===== config.mk =====
export PLATFORM = sky130hd
export DESIGN_NAME = axi_feature_rd_master
export DESIGN_NICKNAME = d
export VERILOG_FILES = /design/src/rtl/axi_feature_rd_master.sv
export SDC_FILE = /design/constraint.sdc
export NUM_CORES = 1
export LEC_CHECK = 0
export BUFFER_PORTS_ARGS = -buffer_cell sky130_fd_sc_hd__buf_4
export CELL_PAD_IN_SITES_DETAIL_PLACEMENT = 1
export CELL_PAD_IN_SITES_GLOBAL_PLACEMENT = 2
export CORE_ASPECT_RATIO = 0.8
export CORE_UTILIZATION = 32
export DETAILED_ROUTE_END_ITERATION = 7
export PLACE_DENSITY = 0.95
export RECOVER_POWER = 25
export SLEW_MARGIN = 5
export SYNTH_ARGS = -nofsm -noshare
export SYNTH_HDL_FRONTEND = slang
export SYNTH_SLANG_ARGS = --single-unit
export TNS_END_PERCENT = 50

===== constraint.sdc =====
create_clock -name I_clk -period 16.9 [get_ports I_clk]
set_input_delay 0.845 -clock I_clk [delete_from_list [all_inputs] [get_ports I_clk]]
set_output_delay 0.845 -clock I_clk [all_outputs]
set_load 0.1 [all_outputs]

===== src/rtl/axi_feature_rd_master.sv =====
// AXI4 read master for per-line feature fetches: splits a request into bursts that
// respect MAX_BURST, the 4 KB boundary and an outstanding-burst limit.
module axi_feature_rd_master #(
    parameter int AXIWIDTH  = 128,
    parameter int LITEWIDTH = 32,
    parameter int LENWIDTH  = 16,
    parameter int MAX_BURST = 16,
    parameter int MAX_OUTST = 4
) (
    input  logic                 I_clk,
    input  logic                 I_rst,
    input  logic                 I_rd_req,
    input  logic [LITEWIDTH-1:0] I_rd_addr,
    input  logic [LENWIDTH-1:0]  I_rd_beats,
    output logic [LITEWIDTH-1:0] O_araddr,
    output logic [7:0]           O_arlen,
    output logic                 O_arvalid,
    input  logic                 I_arready,
    input  logic [AXIWIDTH-1:0]  I_rdata,
    input  logic [1:0]           I_rresp,
    input  logic                 I_rlast,
    input  logic                 I_rvalid,
    output logic                 O_rready,
    output logic [AXIWIDTH-1:0]  O_feature,
    output logic                 O_feature_dv,
    output logic                 O_busy,
    output logic                 O_done,
    output logic                 O_req_drop,
    output logic                 O_rresp_err
);

    localparam int BPB = AXIWIDTH / 8;
    localparam int BSH = $clog2(BPB);
    localparam int OW  = $clog2(MAX_OUTST + 1);
    localparam int CW  = (LENWIDTH > 13) ? LENWIDTH : 13;

    typedef enum logic [1:0] {IDLE, ISSUE, DRAIN} state_t;

    state_t               state, state_nx;
    logic [LITEWIDTH-1:0] ar_addr;
    logic [LENWIDTH-1:0]  ar_remain;
    logic [LENWIDTH-1:0]  total;
    logic [LENWIDTH-1:0]  r_recv;
    logic [OW-1:0]        outstanding;
    logic [12:0]          page_bytes;
    logic [CW-1:0]        page_beats;
    logic [CW-1:0]        burst_len;
    logic                 busy, accept, ar_ok, ar_hs, r_hs, last_hs;

    assign busy    = (state != IDLE);
    assign accept  = (state == IDLE) && I_rd_req && (I_rd_beats != '0);
    assign ar_ok   = (state == ISSUE) && (ar_remain != '0) && (outstanding < OW'(MAX_OUTST));
    assign ar_hs   = ar_ok && I_arready;
    assign r_hs    = I_rvalid && busy;
    assign last_hs = r_hs && I_rlast;

    // Beats left before the next 4 KB page; the address is always beat aligned.
    assign page_bytes = 13'h1000 - {1'b0, ar_addr[11:0]};
    assign page_beats = CW'(page_bytes >> BSH);

    always_comb begin
        burst_len = CW'(ar_remain);
        if (burst_len > CW'(MAX_BURST))
            burst_len = CW'(MAX_BURST);
        if (burst_len > page_beats)
            burst_len = page_beats;
    end

    // AR fields only change on a handshake, so they stay stable while stalled.
    assign O_arvalid = ar_ok;
    assign O_araddr  = ar_ok ? ar_addr : '0;
    assign O_arlen   = ar_ok ? 8'(burst_len - CW'(1)) : 8'd0;
    assign O_rready  = busy;
    assign O_busy    = busy;

    always_ff @(posedge I_clk or posedge I_rst) begin
        if (I_rst)
            state <= IDLE;
        else
            state <= state_nx;
    end

    always_comb begin
        state_nx = state;
        case (state)
            IDLE:    if (accept) state_nx = ISSUE;
            ISSUE:   if (ar_remain == '0) state_nx = DRAIN;
            DRAIN:   if (r_recv == total) state_nx = IDLE;
            default: state_nx = IDLE;
        endcase
    end

    always_ff @(posedge I_clk or posedge I_rst) begin
        if (I_rst) begin
            ar_addr      <= '0;
            ar_remain    <= '0;
            total        <= '0;
            r_recv       <= '0;
            outstanding  <= '0;
            O_feature    <= '0;
            O_feature_dv <= 1'b0;
            O_done       <= 1'b0;
            O_req_drop   <= 1'b0;
            O_rresp_err  <= 1'b0;
        end else begin
            O_feature_dv <= r_hs;
            O_done       <= ((state == IDLE) && I_rd_req && (I_rd_beats == '0)) ||
                            ((state == DRAIN) && (r_recv == total));
            O_req_drop   <= busy && I_rd_req;
            if (r_hs)
                O_feature <= I_rdata;
            if (accept) begin
                ar_addr     <= {I_rd_addr[LITEWIDTH-1:BSH], {BSH{1'b0}}};
                ar_remain   <= I_rd_beats;
                total       <= I_rd_beats;
                r_recv      <= '0;
                outstanding <= '0;
                O_rresp_err <= 1'b0;
            end else begin
                if (ar_hs) begin
                    ar_addr   <= ar_addr + (LITEWIDTH'(burst_len) << BSH);
                    ar_remain <= ar_remain - LENWIDTH'(burst_len);
                end
                if (r_hs)
                    r_recv <= r_recv + LENWIDTH'(1);
                if (r_hs && (I_rresp != 2'b00))
                    O_rresp_err <= 1'b1;
                // A burst issued and a burst retired in one cycle cancel out.
                case ({ar_hs, last_hs})
                    2'b10:   outstanding <= outstanding + OW'(1);
                    2'b01:   outstanding <= outstanding - OW'(1);
                    default: outstanding <= outstanding;
                endcase
            end
        end
    end

endmodule


# Yosys cells after proc, flatten, opt, wreduce, memory -nomap -nowiden
# Cells that the tools add are included.
word_totals:
  reg_bits: 217
  latchBits: 0
  ram_bits: 0
  romBits: 0
  input_bits: 184
  output_inout_bits: 175
  mem_count: 0
classes:
  addsub: 7
  multipliers: 0
  div_mod_pow: 0
  n_lt_le_gt_ge: 3
  n_eq_ne: 8
  n_shift: 0
  mux: 18
  bitwise_logic: 0
  n_reduce_logical: 24
op_table:
  columns: ["cell", "count"]
  rows:
  - ["$mux W16", 6]
  - ["$mux W32", 3]
  - ["$add A32 B20 Y32", 1]
  - ["$logic_not A16 Y1", 2]
  - ["$reduce_bool A16 Y1", 2]
  - ["$add A16 B1 Y16 const B", 1]
  - ["$eq A16 B16 Y1", 1]
  - ["$gt A16 B5 Y1 const B", 1]
  - ["$gt A16 B9 Y1", 1]
  - ["$sub A16 B16 Y16", 1]
  - ["$sub A13 B12 Y13 const A", 1]
  - ["$logic_and A1 B1 Y1", 11]
  - ["$reduce_bool A2 Y1", 5]
  - ["$mux W8", 1]
  - ["$sub A8 B1 Y8 const B", 1]
  - ["$mux W2", 3]
  - ["$pmux W2 S3", 1]
  - ["$pmux W3 S2", 1]
  - ["$eq A2 B1 Y1 const B", 2]
  - ["$eq A2 B2 Y1 const B", 2]
  - ["$ne A2 B2 Y1 const B", 2]
  - ["$add A3 B1 Y3 const B", 1]
  - ["$lt A3 B3 Y1 const B", 1]
  - ["$mux W3", 1]
  - ["7 further kinds", 8]

# Logic depth before layout (Yosys ltp)
# Gate-level depths: netlist (run 1).
depth:
  ltp_word: 7
  depth_mapped: 23

# Worst setup path before layout (run 1)
# OpenSTA, ideal clock, no wires.
synth_path:
  path_kind: "reg-to-output"
  startpoint: "reg ar_addr[4]"
  endpoint: "out O_arlen[6]"
  arrival_ns: 5.608
  required_time_ns: 16.055
  slack_ns: 10.447
  path_stages_with_launch: 20
  path_buffers: 1
  path_cell_list: "dfrtp_1 -> inv_1 -> ha_1 -> inv_1 -> or3_1 -> xnor2_1 -> ha_1 -> nand4_1 -> a21oi_1 -> o21ai_0 -> clkbuf_1 -> nor2_1 -> a21o_1 -> inv_1 -> ha_1 -> nand4_1 -> nor2b_1 -> xnor2_1 -> nor2_1 -> a211oi_1"
synth_via:
  elab_chain_cells: 5
synth_lines:
  columns: ["item", "line_no", "source"]
  rows:
  - ["from (decl)", "40", "logic [LITEWIDTH-1:0] ar_addr;"]
  - ["from (signal assigned)", "113", "ar_addr <= {I_rd_addr[LITEWIDTH-1:BSH], {BSH{1'b0}}};"]
  - ["from (signal assigned)", "121", "ar_addr <= ar_addr + (LITEWIDTH'(burst_len) << BSH);"]
  - ["$sub A13 B12 Y13 (*)", "58", "assign page_bytes = 13'h1000 - {1'b0, ar_addr[11:0]};"]
  - ["$gt A16 B9 Y1", "65", "if (burst_len > page_beats)"]
  - ["$mux W16 (*)", "65", null]
  - ["$sub A8 B1 Y8 (*)", "72", "assign O_arlen = ar_ok ? 8'(burst_len - CW'(1)) : 8'd0;"]
  - ["$mux W8 (*)", "72", null]
  - ["to (decl)", "16", "output logic [7:0] O_arlen,"]
# Mark *: on every way between the ends. The rest lies on a longest branch, timed or not.

# Worst setup path after layout (run 1)
layout_path:
  startpoint: "reg ar_addr[4]"
  endpoint: "reg ar_addr[30]"
layout_via:
  elab_chain_cells: 6
layout_lines:
  columns: ["item", "line_no", "source"]
  rows:
  - ["$sub A13 B12 Y13", "58", null]
  - ["$gt A16 B9 Y1", "65", null]
  - ["$mux W16", "65", null]
  - ["$add A32 B20 Y32 (*)", "121", null]
  - ["$mux W32 (*)", "120", "if (ar_hs) begin"]
  - ["$mux W32 (*)", "112", "if (accept) begin"]
# Mark *: on every way between the ends. The rest lies on a longest branch, timed or not. The select of a mux whose other input is x is not followed.
# A chain may end at the register's enable or synchronous reset.

==> impl_metrics.env, run 1 <==
export IMPL_r2r_start="ar_addr[4]"
export IMPL_clockBufferDepth=3
export IMPL_fin_tns_setup_ns=0
export IMPL_dp_cells=2032
export IMPL_min_path_cells=2
export IMPL_synthTopCellsByArea="dfrtp_1 (48%), nand2_1 (16%), ha_1 (5.1%)"
export IMPL_fmax_ghz=0.171
export IMPL_synth_flop_cell="dfrtp_1"
export IMPL_failed_checks="max-capacitance violations, max-slew violations"
export IMPL_worstHoldEndpoint="O_feature[119]"
export IMPL_antenna_found_initial=0
export IMPL_cts_clk_slew_worst_paths_ns=0.06
export IMPL_run_status="finished with violations"
export IMPL_fin_crit_ns=5.86
export IMPL_finalClockSkew_ns=0.0158
export IMPL_synth_most_common_cell="nand2_1"
export IMPL_place_congestion=0.828
export IMPL_drc=0
export IMPL_synth_compound_area_share_pct=10.4
export IMPL_yosysUniqueCellTypes=54
export IMPL_wire_per_inst_um=17.8
export IMPL_synth_top_family_by_area="simple AND/OR/NAND/NOR gates"
export IMPL_power_leakage_nw=7.68
export IMPL_initial_utilization_pct=32.6
export IMPL_grt_use_total_pct=20.6
export IMPL_syn_cell_area_um2=11000
export IMPL_muxShareOfSynthArea_pct=0.682
export IMPL_syn_inst=1284
export IMPL_cp_data_arrival_time_ns=6.33
export IMPL_fp_row_count=60
export IMPL_path_class="reg2reg"
export IMPL_synth_xor_area_share_pct=5.00
export IMPL_p_int_mw=1.59
export IMPL_cts_max_level=1
export IMPL_post_route_period_util_pct=34.7
export IMPL_cts_sinks=213
export IMPL_dp_hpwl_um=26700
export IMPL_cts_setup_buffers=0
export IMPL_cp_required_ns=17.37
export IMPL_multi_input_area_um2=5350
export IMPL_synthToLayoutAreaGrowth_pct=35.5
export IMPL_utilization_pct=44.2
export IMPL_synth_async_reset_ratio_pct=100
export IMPL_core_area_um2=33800
export IMPL_slew_headroom_pct=-192
export IMPL_portBuffers=350
export IMPL_ys_warn_count=0
export IMPL_ant_nets=0
export IMPL_end_kind="flip-flop"
export IMPL_ioPinCount=359
export IMPL_drt_iter0_drc=590
export IMPL_yosysTopAreaCellShare_pct=48.4
export IMPL_worstPathMaxFanout=21
export IMPL_drv_cap=2
export IMPL_clk_latency_ns=0.54
export IMPL_grt_max_degree=91
export IMPL_hold_buffers=0
export IMPL_whs_ns=0.470
export IMPL_numCtsBuffers=26
export IMPL_combPwrFrac_pct=61.6
export IMPL_vias=10300
export IMPL_overflow=0
export IMPL_min_delay_start="O_feature[119]"
export IMPL_synth_top_cell_by_area="dfrtp_1"
export IMPL_layout_nets=1858
export IMPL_first_global_vias=10700
export IMPL_die_area_um2=35200
export IMPL_drtPass1Iterations=5
export IMPL_worst_r2r_setup_slack_ns=11.04
export IMPL_grt_pass1_wl_um=58400
export IMPL_p_sw_mw=1.96
export IMPL_synth_seq_cells=213
export IMPL_tightest_slew_ns=4.36
export IMPL_antenna_cells=0
export IMPL_holdCritPathClass="reg2reg"
export IMPL_rsz0062_at_grt="false"
export IMPL_p_clk_share_pct=16.3
export IMPL_seqCellArea_um2=5330
export IMPL_setup_viol=0
export IMPL_viasPerCell=4.95
export IMPL_cts_tree="built"
export IMPL_p_sw_share_pct=55.1
export IMPL_synthAdderAreaFrac_pct=5.66
export IMPL_seqPwrFrac_pct=22.2
export IMPL_ir_drop_mv=0.144
export IMPL_fillers=4040
export IMPL_slew_viol_final=146
export IMPL_yosys_top_cells_count="nand2_1 (481), dfrtp_1 (213), nor2_1 (65), o21ai_0 (55), ha_1 (45)"
export IMPL_drive_above_1_share_pct=25.5
export IMPL_finalNonFillerCells=2080
export IMPL_fp_dieW_um=209
export IMPL_post_cts_resized=0
export IMPL_cts_root_buf="clkbuf_16"
export IMPL_yosysSeqAreaShare_pct=48.4
export IMPL_ff2ff_path_depth=22
export IMPL_start_kind="flip-flop"
export IMPL_drt_wl_total_um=36900
export IMPL_regToRegEndpoint="ar_addr[30]"
export IMPL_yosys_area_share_simple_pct=26.0
export IMPL_power_density_nw_per_um2=238
export IMPL_finalHoldViolCount=0
export IMPL_fp_dieH_um=168
export IMPL_synth_area_per_cell_um2=8.58
export IMPL_synth_edf_count=0
registers in the layout, indices dropped and copies added (netlist names), 2 cells and up:
name         cells
r_recv          16
state            2
O_feature      128
ar_remain       16
ar_addr         28
outstanding      3
total           16
how the worst max path moves through the flow:
stage               slack [ns]       endpoint  startpoint  depth (start not counted)
floorplan                10.23         O_done       I_rst                          1
CTS                      11.02     O_arlen[6]  ar_addr[4]                         20
finish                   11.04    ar_addr[30]  ar_addr[4]                         22
global placement         11.26    ar_addr[30]  ar_addr[4]                         22
detailed placement       11.13    ar_addr[22]  ar_addr[4]                         22
global route             10.00  O_feature[38]       I_rst                          3
layer usage:
| metal | global-route usage [%] | up-vias | routed length [um] |
|---|---|---|---|
| met3 | 2.89 | 75 | 1520 |
| met4 | 7.07 | 0 | 1250 |
| met2 | 34.3 | 236 | 17800 |
| met5 | 0 | - | 0 |
| met1 | 27.6 | 5081 | 16400 |
| li1 | - | 4894 | - |
kinds of logic after synthesis:
logic type                 after synthesis
DFF                                    213
buffers and inverters                  100
muxes                                    7
AOI/OAI and AO/OA                      178
xor gates and xnor gates                62
other                                    2
adders and majority gates               48
and+or+nand+nor                        674
layout make-up:
type                       count  share of cell area [%]
clock inverter                 7                   0.444
sequential                   213                    35.7
tap                          434                    3.64
timing repair buffer         358                    17.9
inverter                      37                   0.955
multi-input combinational    990                    35.8
clock buffer                  41                    5.55
worst max-delay path, stage by stage (launching register included):
cell and delay (ns):
dfrtp_1 0.45, inv_1 0.17, ha_1 0.18, inv_1 0.06, or3_1 0.40, xnor2_1 0.44, ha_1 0.34, nand4_1 0.10
nor2_1 0.06, a21oi_1 0.13, o21ai_1 0.07, buf_4 0.21, o21ai_0 0.50, ha_1 0.30, fa_1 0.23, a21o_1 0.13
a21oi_1 0.12, o21ai_0 0.42, a21oi_1 0.19, o21ai_0 0.58, nand2_1 0.24, or3_1 0.38, nand3_1 0.08
per-stage QoR:
| stage | area (um2) | setup WS (ns) | power (mW) |
|---|---|---|---|
| after floorplan | 11100 | 10.23 | 2.49 |
| after detailed placement | 14100 | 11.13 | 2.97 |
| after global placement | 14100 | 11.26 | 2.91 |
| final | 14900 | 11.04 | 3.55 |
| after global routing | 14900 | 10.00 | 3.76 |
| after CTS | 15000 | 11.02 | 3.58 |
layout by cell type, fill, tap and decap left out, types with 9 or more instances in the layout:
cell type	count
nand2_1	480
buf_4	352
dfrtp_1	213
nor2_1	65
o21ai_0	54
ha_1	45
xnor2_1	40
a21oi_1	37
inv_1	33
clkbuf_16	27
and2_1	24
xor2_1	21
conb_1	21
nand4_1	19
a22oi_1	17
nand3_1	16
nand2b_1	13
o211ai_1	13
a21o_1	11
nor3_1	10
and3_1	10
clkbuf_8	10
clkbuf_1	9
power groups by stage:
stage | Sequential (mW) | Combinational, mW | Clock [mW]
2_1_floorplan | 1.26 | 1.23 | 0
3_3_place_gp | 0.785 | 2.12 | 0
3_5_place_dp | 0.792 | 2.18 | 0
4_1_cts | 0.786 | 2.19 | 0.600
5_1_grt | 0.807 | 2.34 | 0.613
6_report | 0.787 | 2.19 | 0.578
(Power assumes the default switching activity.)
==> run 2: changes to the inputs <==
--- a/config.mk
+++ b/config.mk
@@ -9,9 +9,9 @@
 export CELL_PAD_IN_SITES_DETAIL_PLACEMENT = 1
 export CELL_PAD_IN_SITES_GLOBAL_PLACEMENT = 2
 export CORE_ASPECT_RATIO = 0.8
-export CORE_UTILIZATION = 32
+export CORE_UTILIZATION = 26
 export DETAILED_ROUTE_END_ITERATION = 7
-export PLACE_DENSITY = 0.95
+export PLACE_DENSITY = 0.86
 export RECOVER_POWER = 25
 export SLEW_MARGIN = 5
 export SYNTH_ARGS = -nofsm -noshare
==> constraint.sdc (replaced) <==
create_clock -name I_clk -period 4.9 [get_ports I_clk]
set_input_delay 0.245 -clock I_clk [delete_from_list [all_inputs] [get_ports I_clk]]
set_output_delay 0.245 -clock I_clk [all_outputs]
set_load 0.1 [all_outputs]
==> run 2 against run 1 <==
Against the previous run:
- the flow still finishes with violations (max-capacitance violations, max-slew violations)
- clock skew is 0.0027 ns lower
- final area is 16% higher
- core utilization is 2.9 points lower
- setup slack worse by 11 ns
- total power grew to 3.7 times the previous value
- first-iteration DRC count is 5.6% lower
- critical path type unchanged
- largest cell class unchanged
- largest power group unchanged
==> impl_metrics.env, run 2 (same netlist as run 1, synthesis figures left out) <==
export IMPL_ff2ff_path_depth=22
export IMPL_slew_headroom_pct=-69.1
export IMPL_cp_data_arrival_time_ns=5.16
export IMPL_reg_largest_list="O_feature x128, ar_addr x28"
export IMPL_power_leakage_nw=8.66
export IMPL_largest_reg_flops=128
export IMPL_die_area_um2=43200
export IMPL_worstHoldEndpoint="O_rresp_err"
export IMPL_cts_root_buf="clkbuf_16"
export IMPL_fmax_ghz=0.213
export IMPL_fin_crit_ns=4.70
export IMPL_cts_max_level=1
export IMPL_regToRegEndpoint="ar_addr[16]"
export IMPL_numCtsBuffers=27
export IMPL_ant_nets=0
export IMPL_critPathLaunch="ar_remain[15]"
export IMPL_antenna_cells=0
export IMPL_drt_iter0_drc=557
export IMPL_first_global_vias=11600
export IMPL_drv_cap=2
export IMPL_slew_viol_final=215
export IMPL_tightest_slew_ns=2.54
export IMPL_drive_above_1_share_pct=25.9
export IMPL_failed_checks="max-capacitance violations, max-slew violations"
export IMPL_synthToLayoutAreaGrowth_pct=57.0
export IMPL_overflow=0
export IMPL_clk_latency_ns=0.55
export IMPL_ioPinCount=359
export IMPL_grt_pass1_wl_um=62800
export IMPL_final_common_cell="nand2_1"
export IMPL_rsz0062_at_grt="true"
export IMPL_cp_required_ns=5.36
export IMPL_setup_viol=0
export IMPL_finalClockSkew_ns=0.0131
export IMPL_power_density_nw_per_um2=750
export IMPL_start_kind="flip-flop"
export IMPL_fp_dieW_um=232
export IMPL_worst_r2r_setup_slack_ns=0.20
export IMPL_clockBufferDepth=3
export IMPL_fp_dieH_um=186
export IMPL_min_path_cells=3
export IMPL_drc=0
export IMPL_end_kind="flip-flop"
export IMPL_grt_max_degree=171
export IMPL_dp_hpwl_um=27600
export IMPL_finalHoldViolCount=0
export IMPL_regMostFlops="O_feature"
export IMPL_drtPass1Iterations=5
export IMPL_run_status="finished with violations"
export IMPL_vias=11100
export IMPL_r2r_start="ar_remain[15]"
export IMPL_viasPerCell=4.61
export IMPL_drt_wl_total_um=41400
export IMPL_cts_sinks=213
export IMPL_initial_utilization_pct=26.3
export IMPL_fp_row_count=67
export IMPL_post_route_period_util_pct=95.8
export IMPL_mostFrequentLayoutCells="nand2_1 (480), buf_4 (394), dfrtp_1 (213), dlygate4sd3_1 (174), nor2_1 (64)"
export IMPL_whs_ns=0.111
export IMPL_antenna_found_initial=1
export IMPL_path_class="reg2reg"
export IMPL_worstPathMaxFanout=7
export IMPL_core_area_um2=41800
export IMPL_grt_use_total_pct=18.1
export IMPL_fin_tns_setup_ns=0
export IMPL_layout_nets=2076
export IMPL_place_congestion=0.843
export IMPL_holdCritPathClass="in2reg"
export IMPL_min_delay_start="I_rresp[0]"
export IMPL_wire_per_inst_um=17.1
export IMPL_portBuffers=350
export IMPL_cts_tree="built"
export IMPL_cts_clk_slew_worst_paths_ns=0.06
export IMPL_ir_drop_mv=0.398
run 2: changes by cell type in the layout (fill, tap and decap cells not counted), moves of 3 or more:
cell | previous run | this run
o21ai_0 | 54 | 49
ha_1 | 45 | 42
dlygate4sd3_1 | 0 | 174
clkbuf_8 | 10 | 6
nor3_1 | 10 | 7
o21ai_2 | 0 | 4
nor3_2 | 0 | 3
buf_4 | 352 | 394
run 2: metal layers:
| layer | vias up | wire length [um] | track usage [%] |
|---|---|---|---|
| met5 | - | 0 | 0 |
| met4 | 0 | 1210 | 5.74 |
| met1 | 5481 | 18300 | 24.5 |
| met3 | 69 | 1670 | 2.44 |
| met2 | 240 | 20200 | 30.0 |
| li1 | 5334 | - | - |
run 2: stage by stage:
stage          cells  total power [mW]  area, um2  utilization (%)  setup slack (ns)
2_1_floorplan   1303              8.58      11100                -            -0.953
3_3_place_gp    2186              10.4      14500             34.6            -0.202
3_5_place_dp    2186              10.6      14500             34.6            -0.336
4_1_cts         2407              12.8      17200             41.0            0.0117
5_1_grt         2414              13.7      17300             41.3           -0.0896
6_report        2414              13.0      17300             41.3             0.204
run 2: cell type report:
class	count	area, um2
tap	552	691
sequential	213	5330
clock inverter	9	125
fill	4900	24500
timing repair buffer	575	4750
multi-input combinational	990	5470
inverter	37	143
clock buffer	38	777
run 2: worst max-delay path: stages, from the launching register on:
cell and delay, ns:
dfrtp_1 0.41, nor4_4 0.38, nand3_4 0.17, a21oi_2 0.15
buf_4 0.14, and2_1 0.15, ha_1 0.25, o211ai_1 0.11
a21oi_1 0.11, o21ai_2 0.33, buf_6 0.18, nor2_1 0.04
a21o_1 0.22, fa_1 0.43, a21o_1 0.18, a21oi_2 0.20
o21ai_2 0.12, buf_4 0.16, a21oi_1 0.19, nor2b_1 0.07
o21ai_1 0.13, mux2_2 0.34, o21ai_0 0.16
run 2: how the worst max path moves through the flow:
stage                              to  slack, ns  cells past startpoint
after floorplan            O_arlen[6]      -0.95                     19
after global placement    ar_addr[30]      -0.20                     19
after detailed placement  ar_addr[30]      -0.34                     19
after CTS                  O_arlen[6]       0.01                     20
after global routing      ar_addr[18]      -0.09                     21
final                     ar_addr[16]       0.20                     22
run 2: report_power, final:
part | internal, mW | switching (mW)
clock | 1.25 | 0.814
sequential | 2.27 | 0.428
combinational | 2.43 | 5.77
total | 5.95 | 7.01
run 2: repair_timing:
action / 4_1_cts / 5_1_grt
gates resized for setup: 7 / 25
cloned: 0 / 1
setup buffers: 0 / 6
hold buffers: 174 / 0
pin swaps: 2 / 8
endpoints found under the hold margin: 231 / 0
setup endpoints to repair: 15 / 24
